## src/rtl/imem_loader.sv

```systemverilog
// imem_loader: streams a little-endian byte sequence into a 32-bit instruction memory.
// Each group of four bytes becomes one word, written at consecutive word-aligned addresses.
// The core is held (cpu_hold) for the whole session. done pulses once when a session
// finishes normally. An abort ends the session early, without done.
module imem_loader #(
  parameter int DEPTH = 16,
  parameter int LEN_W = 5
) (
  input  logic             clk,
  input  logic             reset,
  input  logic             start,
  input  logic [LEN_W-1:0] load_len,
  input  logic             abort,
  input  logic             byte_valid,
  input  logic [7:0]       byte_data,
  output logic             byte_ready,
  output logic             mem_we,
  output logic [31:0]      mem_addr,
  output logic [31:0]      mem_wdata,
  output logic             cpu_hold,
  output logic             busy,
  output logic             done
);

  localparam logic [1:0] ST_IDLE  = 2'd0;
  localparam logic [1:0] ST_RECV  = 2'd1;
  localparam logic [1:0] ST_WRITE = 2'd2;
  localparam logic [1:0] ST_DONE  = 2'd3;

  localparam logic [LEN_W-1:0] DEPTH_L = LEN_W'(DEPTH);
  localparam logic [LEN_W-1:0] ZERO_L  = {LEN_W{1'b0}};

  // Places one byte into the selected lane of the word being assembled.
  function automatic logic [31:0] insert_byte(
    input logic [31:0] word,
    input logic [1:0]  lane,
    input logic [7:0]  data
  );
    logic [31:0] w;
    w = word;
    case (lane)
      2'd0:    w[7:0]   = data;
      2'd1:    w[15:8]  = data;
      2'd2:    w[23:16] = data;
      2'd3:    w[31:24] = data;
      default: w        = word;
    endcase
    return w;
  endfunction

  // Architectural state
  logic [1:0]       state_r;
  logic [LEN_W-1:0] word_idx_r;
  logic [1:0]       byte_cnt_r;
  logic [31:0]      word_r;
  logic [LEN_W-1:0] len_r;

  // Next-state values
  logic [1:0]       state_s;
  logic [LEN_W-1:0] word_idx_s;
  logic [1:0]       byte_cnt_s;
  logic [31:0]      word_s;
  logic [LEN_W-1:0] len_s;

  // Registered output stage; values reflect the state being entered.
  logic             rdy_r;
  logic             mem_we_r;
  logic [31:0]      mem_addr_r;
  logic [31:0]      mem_wdata_r;
  logic             busy_r;
  logic             done_r;

  // Next-state decode for the session FSM, the word assembler and the word index.
  always_comb begin
    state_s    = state_r;
    word_idx_s = word_idx_r;
    byte_cnt_s = byte_cnt_r;
    word_s     = word_r;
    len_s      = len_r;
    case (state_r)
      ST_IDLE: begin
        if (start) begin
          if (load_len == ZERO_L) begin
            state_s = ST_DONE;
          end else begin
            state_s    = ST_RECV;
            len_s      = (load_len > DEPTH_L) ? DEPTH_L : load_len;
            word_idx_s = ZERO_L;
            byte_cnt_s = 2'd0;
            word_s     = 32'd0;
          end
        end else begin
          state_s = ST_IDLE;
        end
      end
      ST_RECV: begin
        if (abort) begin
          // Abort wins over a byte offered in the same cycle; partial word is dropped.
          state_s    = ST_IDLE;
          byte_cnt_s = 2'd0;
          word_s     = 32'd0;
        end else if (byte_valid) begin
          word_s     = insert_byte(word_r, byte_cnt_r, byte_data);
          byte_cnt_s = byte_cnt_r + 2'd1;
          if (byte_cnt_r == 2'd3) begin
            state_s = ST_WRITE;
          end else begin
            state_s = ST_RECV;
          end
        end else begin
          state_s = ST_RECV;
        end
      end
      ST_WRITE: begin
        // The write itself is already on the output registers; abort only
        // changes where the FSM goes afterwards.
        word_idx_s = word_idx_r + {{(LEN_W-1){1'b0}}, 1'b1};
        word_s     = 32'd0;
        if (abort) begin
          state_s = ST_IDLE;
        end else if (word_idx_s == len_r) begin
          state_s = ST_DONE;
        end else begin
          state_s = ST_RECV;
        end
      end
      ST_DONE: begin
        state_s = ST_IDLE;
      end
      default: begin
        state_s    = ST_IDLE;
        word_idx_s = ZERO_L;
        byte_cnt_s = 2'd0;
        word_s     = 32'd0;
        len_s      = ZERO_L;
      end
    endcase
  end

  // State and datapath registers with synchronous reset.
  always_ff @(posedge clk) begin
    if (reset) begin
      state_r    <= ST_IDLE;
      word_idx_r <= ZERO_L;
      byte_cnt_r <= 2'd0;
      word_r     <= 32'd0;
      len_r      <= ZERO_L;
    end else begin
      state_r    <= state_s;
      word_idx_r <= word_idx_s;
      byte_cnt_r <= byte_cnt_s;
      word_r     <= word_s;
      len_r      <= len_s;
    end
  end

  // Output registers loaded from the next state, so they line up with state_r.
  // The address/data bus is forced to zero whenever no write is in progress.
  always_ff @(posedge clk) begin
    if (reset) begin
      rdy_r       <= 1'b0;
      mem_we_r    <= 1'b0;
      mem_addr_r  <= 32'd0;
      mem_wdata_r <= 32'd0;
      busy_r      <= 1'b0;
      done_r      <= 1'b0;
    end else begin
      rdy_r    <= (state_s == ST_RECV);
      mem_we_r <= (state_s == ST_WRITE);
      if (state_s == ST_WRITE) begin
        mem_addr_r  <= 32'({word_idx_s, 2'b00});
        mem_wdata_r <= word_s;
      end else begin
        mem_addr_r  <= 32'd0;
        mem_wdata_r <= 32'd0;
      end
      busy_r <= (state_s != ST_IDLE);
      done_r <= (state_s == ST_DONE);
    end
  end

  // byte_ready drops in the abort cycle so the offered byte is visibly refused.
  assign byte_ready = rdy_r & ~abort;
  assign mem_we     = mem_we_r;
  assign mem_addr   = mem_addr_r;
  assign mem_wdata  = mem_wdata_r;
  assign busy       = busy_r;
  assign cpu_hold   = busy_r;
  assign done       = done_r;

endmodule

```

## config.mk

```make
export PLATFORM = sky130hd
export DESIGN_NAME = imem_loader
export DESIGN_NICKNAME = d
export VERILOG_FILES = /design/src/rtl/imem_loader.sv
export SDC_FILE = /design/constraint.sdc
export NUM_CORES = 1
export LEC_CHECK = 0
export BUFFER_PORTS_ARGS = -buffer_cell sky130_fd_sc_hd__buf_2
export CORE_MARGIN = 5
export CORE_UTILIZATION = 53
export DETAILED_ROUTE_END_ITERATION = 7
export HOLD_SLACK_MARGIN = 0.15
export PLACE_DENSITY = 0.79
export SYNTH_ARGS = -nofsm -noshare
export SYNTH_HDL_FRONTEND = slang
export SYNTH_SLANG_ARGS = --single-unit
```

## constraint.sdc

```tcl
create_clock -name clk -period 2.1 [get_ports clk]
set_input_delay 0.21 -clock clk [delete_from_list [all_inputs] [get_ports clk]]
set_output_delay 0.21 -clock clk [all_outputs]
set_load 0.05 [all_outputs]
```

# Word-level counts from Yosys, hierarchy flattened
# Index checks and enable logic that the tools add are counted.
# word_totals
latch_bits	0
romBits	0
memories	0
output_inout_bits	69
elab_cells	66
ff_bits	114
ram_bits	0
# classes
n_mux	26
eq_ne	13
reduce_logical	8
n_bitwise	4
multipliers	0
addsub	2
n_shift	0
div	0
order_cmp	1
# ops
cell	n
$mux 32	4
$pmux 32 s3	1
$mux 8	4
$mux 2	11
$mux 5	3
$eq 2x2->1 const B	6
$pmux 5 s2	1
$pmux 2 s4	1
$eq 2x1->1 const B	3
$add 5x1->5 const B	1
$eq 5x5->1	1
$gt 5x5->1 const B	1
$logic_not 5->1	1
$logic_not 2->1	2
$ne 2x2->1 const B	2
$pmux 2 s2	1
$reduce_and 4->1	1
$reduce_bool 2->1	2
$ne 3x3->1 const B	1
$not 1->1	3
$reduce_and 3->1	1
$add 2x1->2 const B	1
$reduce_or 2->1	1
$and 1x1->1	1

# Depth between registers and ports, before layout
# Gate-level depths: netlist of the first run.
# logic_depth
ltp_word	8
ltp_mapped	8
ltp_nobuf	7

# Worst setup path after synthesis of the first run
# Ideal clock, no wire load.
# synth_path
path_kind	register to register
startpoint	reg byte_cnt_r[0]
endpoint	reg mem_wdata_r[17], in the netlist mem_wdata[17]
path_buffers	3
path_slack_ns	0.424
period_less_slack_ns	1.676
arrival_time_ns	1.554
stages_incl_launch_ff	9
path_cell_list	dfxtp_1 ha_1 nand2_1 clkbuf_1 o22ai_1 o21bai_1 buf_6 buf_12 nor2_4
# synth_via
elab_chain_cells	8
elab_cells_between_ends	13
# synth_lines
item	line	text
from (decl)	54	logic [1:0] byte_cnt_r;
from (signal assigned)	151	byte_cnt_r <= byte_cnt_s;
$eq 2x2->1	105	if (byte_cnt_r == 2'd3) begin
$mux 2	105	
$mux 2	102	end else if (byte_valid) begin
$mux 2	97	if (abort) begin
$pmux 2 s4	80	case (state_r)
$eq 2x2->1	170	if (state_s == ST_WRITE) begin
$not 1->1 (no source line)	-	
$reduce_or 2->1 (no source line)	-	
to (signal assigned)	172	mem_wdata_r <= word_s;
to (decl)	69	logic [31:0] mem_wdata_r;
# Parallel ways exist; a longest one is shown, timed or not.
# A chain may end at the register's enable or synchronous reset.

# Worst setup path in the final report of the first run
# layout_path
startpoint	in load_len[0]
endpoint	reg word_r[23]
# layout_via
elab_chain_cells	4
# layout_lines
item	line	text
from (decl)	12	input logic [LEN_W-1:0] load_len,
$logic_not 5->1	83	if (load_len == ZERO_L) begin
$mux 32	83	
$mux 32	82	if (start) begin
$pmux 32 s3	80	
to (signal assigned)	152	word_r <= word_s;
to (decl)	55	logic [31:0] word_r;
# No other way between the ends.

==> out/results.ini, run 1 <==
[outcome]
status = finished clean

[final_layout]
postLayoutCoreUtil_pct = 61.9
layout.filler_cells = 617
share_of_post_route_cells_with_drive_strength_above_1_pct = 21.9
final_cell_mix = dfxtp_1, a21oi_1, nor2_1, buf_2, nand2_1
most_common_library_cell_in_the_layout_ignoring_fill_and_taps = dfxtp_1
layout.nets = 515
fin_cells = 593
antenna_cells_inserted = 0
syn_to_final_growth_pct = 14.2

[timing]
timing.final.hold_violations = 0
finalSetupViolations = 0
worst_case_clock_skew_ns = 0.00788
maximum_clock_frequency_ghz = 0.509
finalSetupTns_ns = 0
rsz0062_at_grt = no
finalHoldWorstSlack_ns = 0.215
final_critical_path_required_period_ns = 1.96
fin_crit_sh_pct = 93.5
maxSlewViolCount = 0

[clocking]
cts_post_setup_buffers_inserted = 0
cts.clk_slew.worst_paths_ns = 0.09
tritoncts_buffers = 9
clock_sink_count = 87
tritoncts = built
cts_max_path_buffers = 2
insertion_delay_ns = 0.35
root_buffer = clkbuf_8
cts-htree-levels = 3

[placement]
dp_cells = 572
dp_hpwl_mm = 5.27
gp_congestion = 0.835
port_buffers = 59

[pwr]
p_leak_nw = 1.65
ir_worst_vdd_mv = 0.360
power-per-cell-area_nw_per_um2 = 749

[setup_path]
critical_path.reg2reg.startpoint = word_idx_r[0]
r2r_setup_slack_ns = 0.30
path_max_fanout = 32
setup.worst_path.start_class = primary input
endpoint_kind = flop
reg2reg_depth = 6
cp_data_arrival_time_ns = 2.25
regToRegEndpoint = mem_wdata[6]
timing.setup.critical_path_class = in -> reg
cp_data_required_time_ns = 2.39

[global_route]
combined_global_route_utilization_of_all_metal_layers_pct = 18.7
antenna_found_initial = 0
grt_start_max_net_pins = 35
grt_first_pass_wirelength_mm = 13.1
grt.overflow.total = 0
vias_in_the_first_global_route = 2850

[route]
drt_pass1_iterations = 4
met1Wirelength_mm = 3.30
via_count = 2985
dr_wl_met3_um = 521
detail_route.vias_per_cell = 5.03
drt_drc_violations_left = 0
dr_wl_met2_mm = 3.77
final_antenna_net_count = 0
wire_per_inst_um = 13.0
routed_wirelength_mm = 7.72
routed.top_layer = met4
detailedRoute.firstIterationViolations = 159

[floorplan]
floorplan.initialDensity_pct = 54.2
core_um2 = 6790
chipHeight_um = 93.3
pin_count = 87
placement_rows = 30
die_w_um = 93.3
design.die.area_um2 = 8710

[synth]
postSynthCellCount = 436
synth.yosys.warnings = 0
synth_seq_area_share_pct = 47.3
synth.ff_latch_count = 87
synthesis.area_um2 = 3680
ys_types = 38
syn_avg_cell_area_um2 = 8.44

[job]
maxCapViolations = 0

[worst_hold_path]
hold_path_class = in -> reg
hold-path-endpoint = word_r[2]
hold_path_startpoint = reset
worst_hold_path.num_cells = 2

## worst max path at each step
stage | end | startpoint | depth (start not counted) | slack [ns]
3_3_place_gp | mem_wdata[0] | word_idx_r[0] | 6 | 0.34
5_1_grt | word_r[17] | load_len[0] | 8 | 0.04
6_report | word_r[23] | load_len[0] | 8 | 0.14
4_1_cts | word_r[19] | load_len[0] | 8 | 0.15
3_5_place_dp | mem_wdata[0] | word_idx_r[0] | 6 | 0.31
2_1_floorplan | mem_wdata[17] | byte_cnt_r[0] | 8 | 0.42
## cell families (layout without fill, tap and decap cells)
kind of cell	Yosys count	in the layout	share of synthesized area, %
buffers and inverters	61	96	10.4
AND/OR/NAND/NOR	182	182	24.7
XOR/XNOR	6	6	1.43
other	1	27	0.102
adder cells (fa/ha/maj)	5	5	1.70
flip-flops	87	87	47.3
AO/OA/AOI/OAI	94	94	14.3
## flip-flops by register name, summed over array words and instances (netlist names)
signal / flops
byte_cnt_r: 2
word_idx_r: 5
state_r: 2
busy: 1
mem_wdata: 32
mem_we: 1
word_r: 32
len_r: 5
rdy_r: 1
done: 1
mem_addr: 5
## worst max-delay path: stages
cell	delay, ns
dlygate4sd3_1	0.54
buf_2	0.13
nor4_2	0.35
nand2_2	0.16
a311oi_4	0.36
buf_12	0.22
a21oi_1	0.15
nor2_1	0.11
## layout make-up
type / instances / area [um2] / share of cell area (%)
clock buffer: 10 / 138 / 3.27
clock inverter: 6 / 67.6 / 1.61
inverter: 8 / 30.0 / 0.714
multi-input combinational: 314 / 1680 / 39.9
sequential: 87 / 1740 / 41.4
tap: 96 / 120 / 2.86
timing repair buffer: 72 / 430 / 10.2
## cell usage after synthesis
cell type / instances / share of area [%]
o221ai_1: 1 / 0.24
o21ai_1: 1 / 0.14
nand3_1: 29 / 3.9
nor4_2: 1 / 0.34
a32oi_1: 1 / 0.24
and2_1: 3 / 0.51
nor2b_1: 3 / 0.51
xnor2_1: 2 / 0.48
a31o_2: 2 / 0.48
a21oi_1: 74 / 10
ha_1: 5 / 1.7
o311a_1: 1 / 0.27
buf_4: 30 / 6.1
nor2_1: 62 / 6.3
nor4_1: 1 / 0.17
o22ai_1: 2 / 0.34
nor2_4: 19 / 5.8
a2111oi_2: 1 / 0.41
nor4b_1: 1 / 0.24
nand2_1: 58 / 5.9
buf_1: 3 / 0.31
and2b_1: 2 / 0.41
conb_1: 1 / 0.10
o21ai_0: 4 / 0.54
o211ai_1: 1 / 0.20
clkbuf_1: 15 / 1.5
a21boi_0: 1 / 0.20
buf_6: 1 / 0.31
or3_1: 3 / 0.51
xor2_1: 4 / 0.95
buf_12: 2 / 1.1
dfxtp_1: 87 / 47
buf_2: 1 / 0.14
clkbuf_2: 1 / 0.14
a311oi_2: 1 / 0.41
inv_1: 8 / 0.82
a22oi_1: 2 / 0.41
o21bai_1: 2 / 0.41
## layer usage
metal	up-vias	global-route usage [%]
met4	0	8.30
met1	1364	23.6
li1	1501	-
met5	-	0
met2	109	30.1
met3	11	4.59
## power by group
part	switching [mW]	leakage (nW)	internal, mW
clock	0.591	0.0993	0.588
combinational	0.240	0.848	0.0609
sequential	0.00974	0.702	1.66
## through the flow
step	power [mW]	setup WS (ns)	cell area [um2]
global placement	1.99	0.344	3950
finish	3.15	0.137	4210
detailed placement	2.00	0.309	3950
global route	3.27	0.0392	4210
CTS	3.16	0.153	4200
floorplan	1.97	0.424	3780
## timing repair
action                                  CTS  global route
gates resized for setup                   0             2
hold endpoints to repair                  5             0
hold buffers                              5             0
endpoints found under the setup margin    0             4
No activity file was read; power rests on OpenSTA's default activity.
==> run 2, diff against run 1 <==
--- a/config.mk
+++ b/config.mk
@@ -11,6 +11,7 @@
 export DETAILED_ROUTE_END_ITERATION = 7
 export HOLD_SLACK_MARGIN = 0.15
 export PLACE_DENSITY = 0.79
+export REMOVE_ABC_BUFFERS = 1
 export SYNTH_ARGS = -nofsm -noshare
 export SYNTH_HDL_FRONTEND = slang
 export SYNTH_SLANG_ARGS = --single-unit
==> constraint.sdc (replaced) <==
create_clock -name clk -period 1.9 [get_ports clk]
set_input_delay 0.19 -clock clk [delete_from_list [all_inputs] [get_ports clk]]
set_output_delay 0.19 -clock clk [all_outputs]
set_load 0.05 [all_outputs]
==> run 2 against run 1 <==
Compared with the run above:
- utilization is 1.1 points higher
- critical path depth stayed put
- sequential power is 11% higher
- cell area is 1.7% higher
- critical endpoint is now word_r[17]
- largest power group unchanged
- first-iteration DRC count is 29% higher
- register-to-register slack worse by 0.16 ns
- sequential cell count stayed put
- critical path type unchanged
- worst hold slack better by 0.0071 ns
- clock skew is 0.00052 ns lower
- clock power is 8% higher
- global-route usage is 0.44 points lower
- via count is 3.3% higher
==> out/results.ini, run 2 (synthesized netlist as in run 1, its figures left out) <==
[outcome]
status = finished clean

[clocking]
root_buffer = clkbuf_8
insertion_delay_ns = 0.35
cts_max_path_buffers = 2
cts.clk_slew.worst_paths_ns = 0.09
tritoncts = built
clock_sink_count = 87
tritoncts_buffers = 9
cts-htree-levels = 3

[final_layout]
final_cell_mix = dfxtp_1, a21oi_1, nor2_1, buf_2, nand2_1
antenna_cells_inserted = 0
layout.nets = 517
most_common_library_cell_in_the_layout_ignoring_fill_and_taps = dfxtp_1
fin_cells = 595
share_of_post_route_cells_with_drive_strength_above_1_pct = 22.6
syn_to_final_growth_pct = 16.2

[floorplan]
chipHeight_um = 93.3
core_um2 = 6790
pin_count = 87
placement_rows = 30
floorplan.initialDensity_pct = 54.2
design.die.area_um2 = 8710
die_w_um = 93.3

[route]
routed_wirelength_mm = 8.13
detail_route.vias_per_cell = 5.18
final_antenna_net_count = 0
via_count = 3084
drt_pass1_iterations = 6
detailedRoute.firstIterationViolations = 205
drt_drc_violations_left = 0
wire_per_inst_um = 13.7

[setup_path]
endpoint_kind = flop
path_max_fanout = 16
setup.worst_path.start_class = primary input
timing.setup.critical_path_class = in -> reg
cp_data_required_time_ns = 2.18
cp_data_arrival_time_ns = 2.08

[placement]
gp_congestion = 0.799
port_buffers = 59
dp_cells = 573
dp_hpwl_mm = 5.35

[timing]
timing.final.hold_violations = 0
fin_crit_sh_pct = 94.6
maxSlewViolCount = 0
maximum_clock_frequency_ghz = 0.557
final_critical_path_required_period_ns = 1.80
worst_case_clock_skew_ns = 0.00737
finalSetupViolations = 0
max-slew-margin-rel_pct = 66.1
finalHoldWorstSlack_ns = 0.222
worstMarginPinSlew_ns = 0.508
rsz0062_at_grt = no

[pwr]
power-per-cell-area_nw_per_um2 = 814
p_leak_nw = 1.67
ir_worst_vdd_mv = 0.636
power.total_mw = 3.48

[global_route]
combined_global_route_utilization_of_all_metal_layers_pct = 18.3
vias_in_the_first_global_route = 2778
antenna_found_initial = 0
grt.overflow.total = 0
grt_start_max_net_pins = 47
grt_first_pass_wirelength_mm = 12.7

[job]
maxCapViolations = 0

[worst_hold_path]
hold_path_class = in -> reg

==> run 2: changes by cell type in the layout (fill, tap and decap cells not counted), sizes merged <==
cell	previous run	this run
clkbuf	10	12
inv	10	8
buf	67	68
clkinvlp	2	3
==> run 2: power by group <==
| group | internal, mW | switching [mW] | total (mW) | leakage, nW |
|---|---|---|---|---|
| combinational | 0.0791 | 0.273 | 0.352 | 0.872 |
| sequential | 1.83 | 0.0109 | 1.85 | 0.702 |
| clock | 0.642 | 0.642 | 1.28 | 0.0916 |
==> run 2: routing by layer <==
layer	track usage [%]	wire length [um]
met4	5.86	172
met5	0	0
met2	31.6	3950
met3	4.75	761
met1	22.0	3240
==> run 2: final timing paths <==
check                      from    endpoint  slack, ns  cells past startpoint
setup / recovery    load_len[2]  word_r[17]       0.10                      8
hold / removal            reset  state_r[0]       0.22                      4
setup reg to reg  word_idx_r[1]       rdy_r       0.14                      6
hold reg to reg        len_r[0]    len_r[0]       0.48                      2
==> run 2: repair_timing <==
item | in CTS | in global routing
resized for setup | 0 | 7
endpoints found under the setup margin | 0 | 56
hold buffers | 5 | 0
buffers inserted | 0 | 0
endpoints found under the hold margin | 5 | 0
==> run 2: layout make-up <==
type | count | area, um2
repair buffers | 74 | 475
clock buffers | 11 | 141
fillers | 624 | 2520
inverters | 8 | 30.0
flip-flops and latches | 87 | 1740
multi-input cells | 314 | 1710
clock inverters | 5 | 57.6
well taps | 96 | 120
==> run 2: stage by stage <==
stage / setup slack, ns / cell area [um2] / util, % / setup TNS (ns)
final: 0.103 / 4280 / 63.0 / 0
after detailed placement: 0.130 / 3970 / 58.4 / 0
after global routing: 0.00696 / 4280 / 63.0 / 0
after global placement: 0.197 / 3970 / 58.4 / 0
after CTS: 0.0377 / 4220 / 62.1 / 0
after floorplan: -2.98 / 3420 / - / -113.85
==> run 2: critical path, cell delays in order <==
cell           delay [ns]
dlygate4sd3_1        0.53
buf_2                0.14
nor4_4               0.24
nand2_2              0.14
a311oi_4             0.35
buf_12               0.20
a21oi_1              0.14
nor2_1               0.13
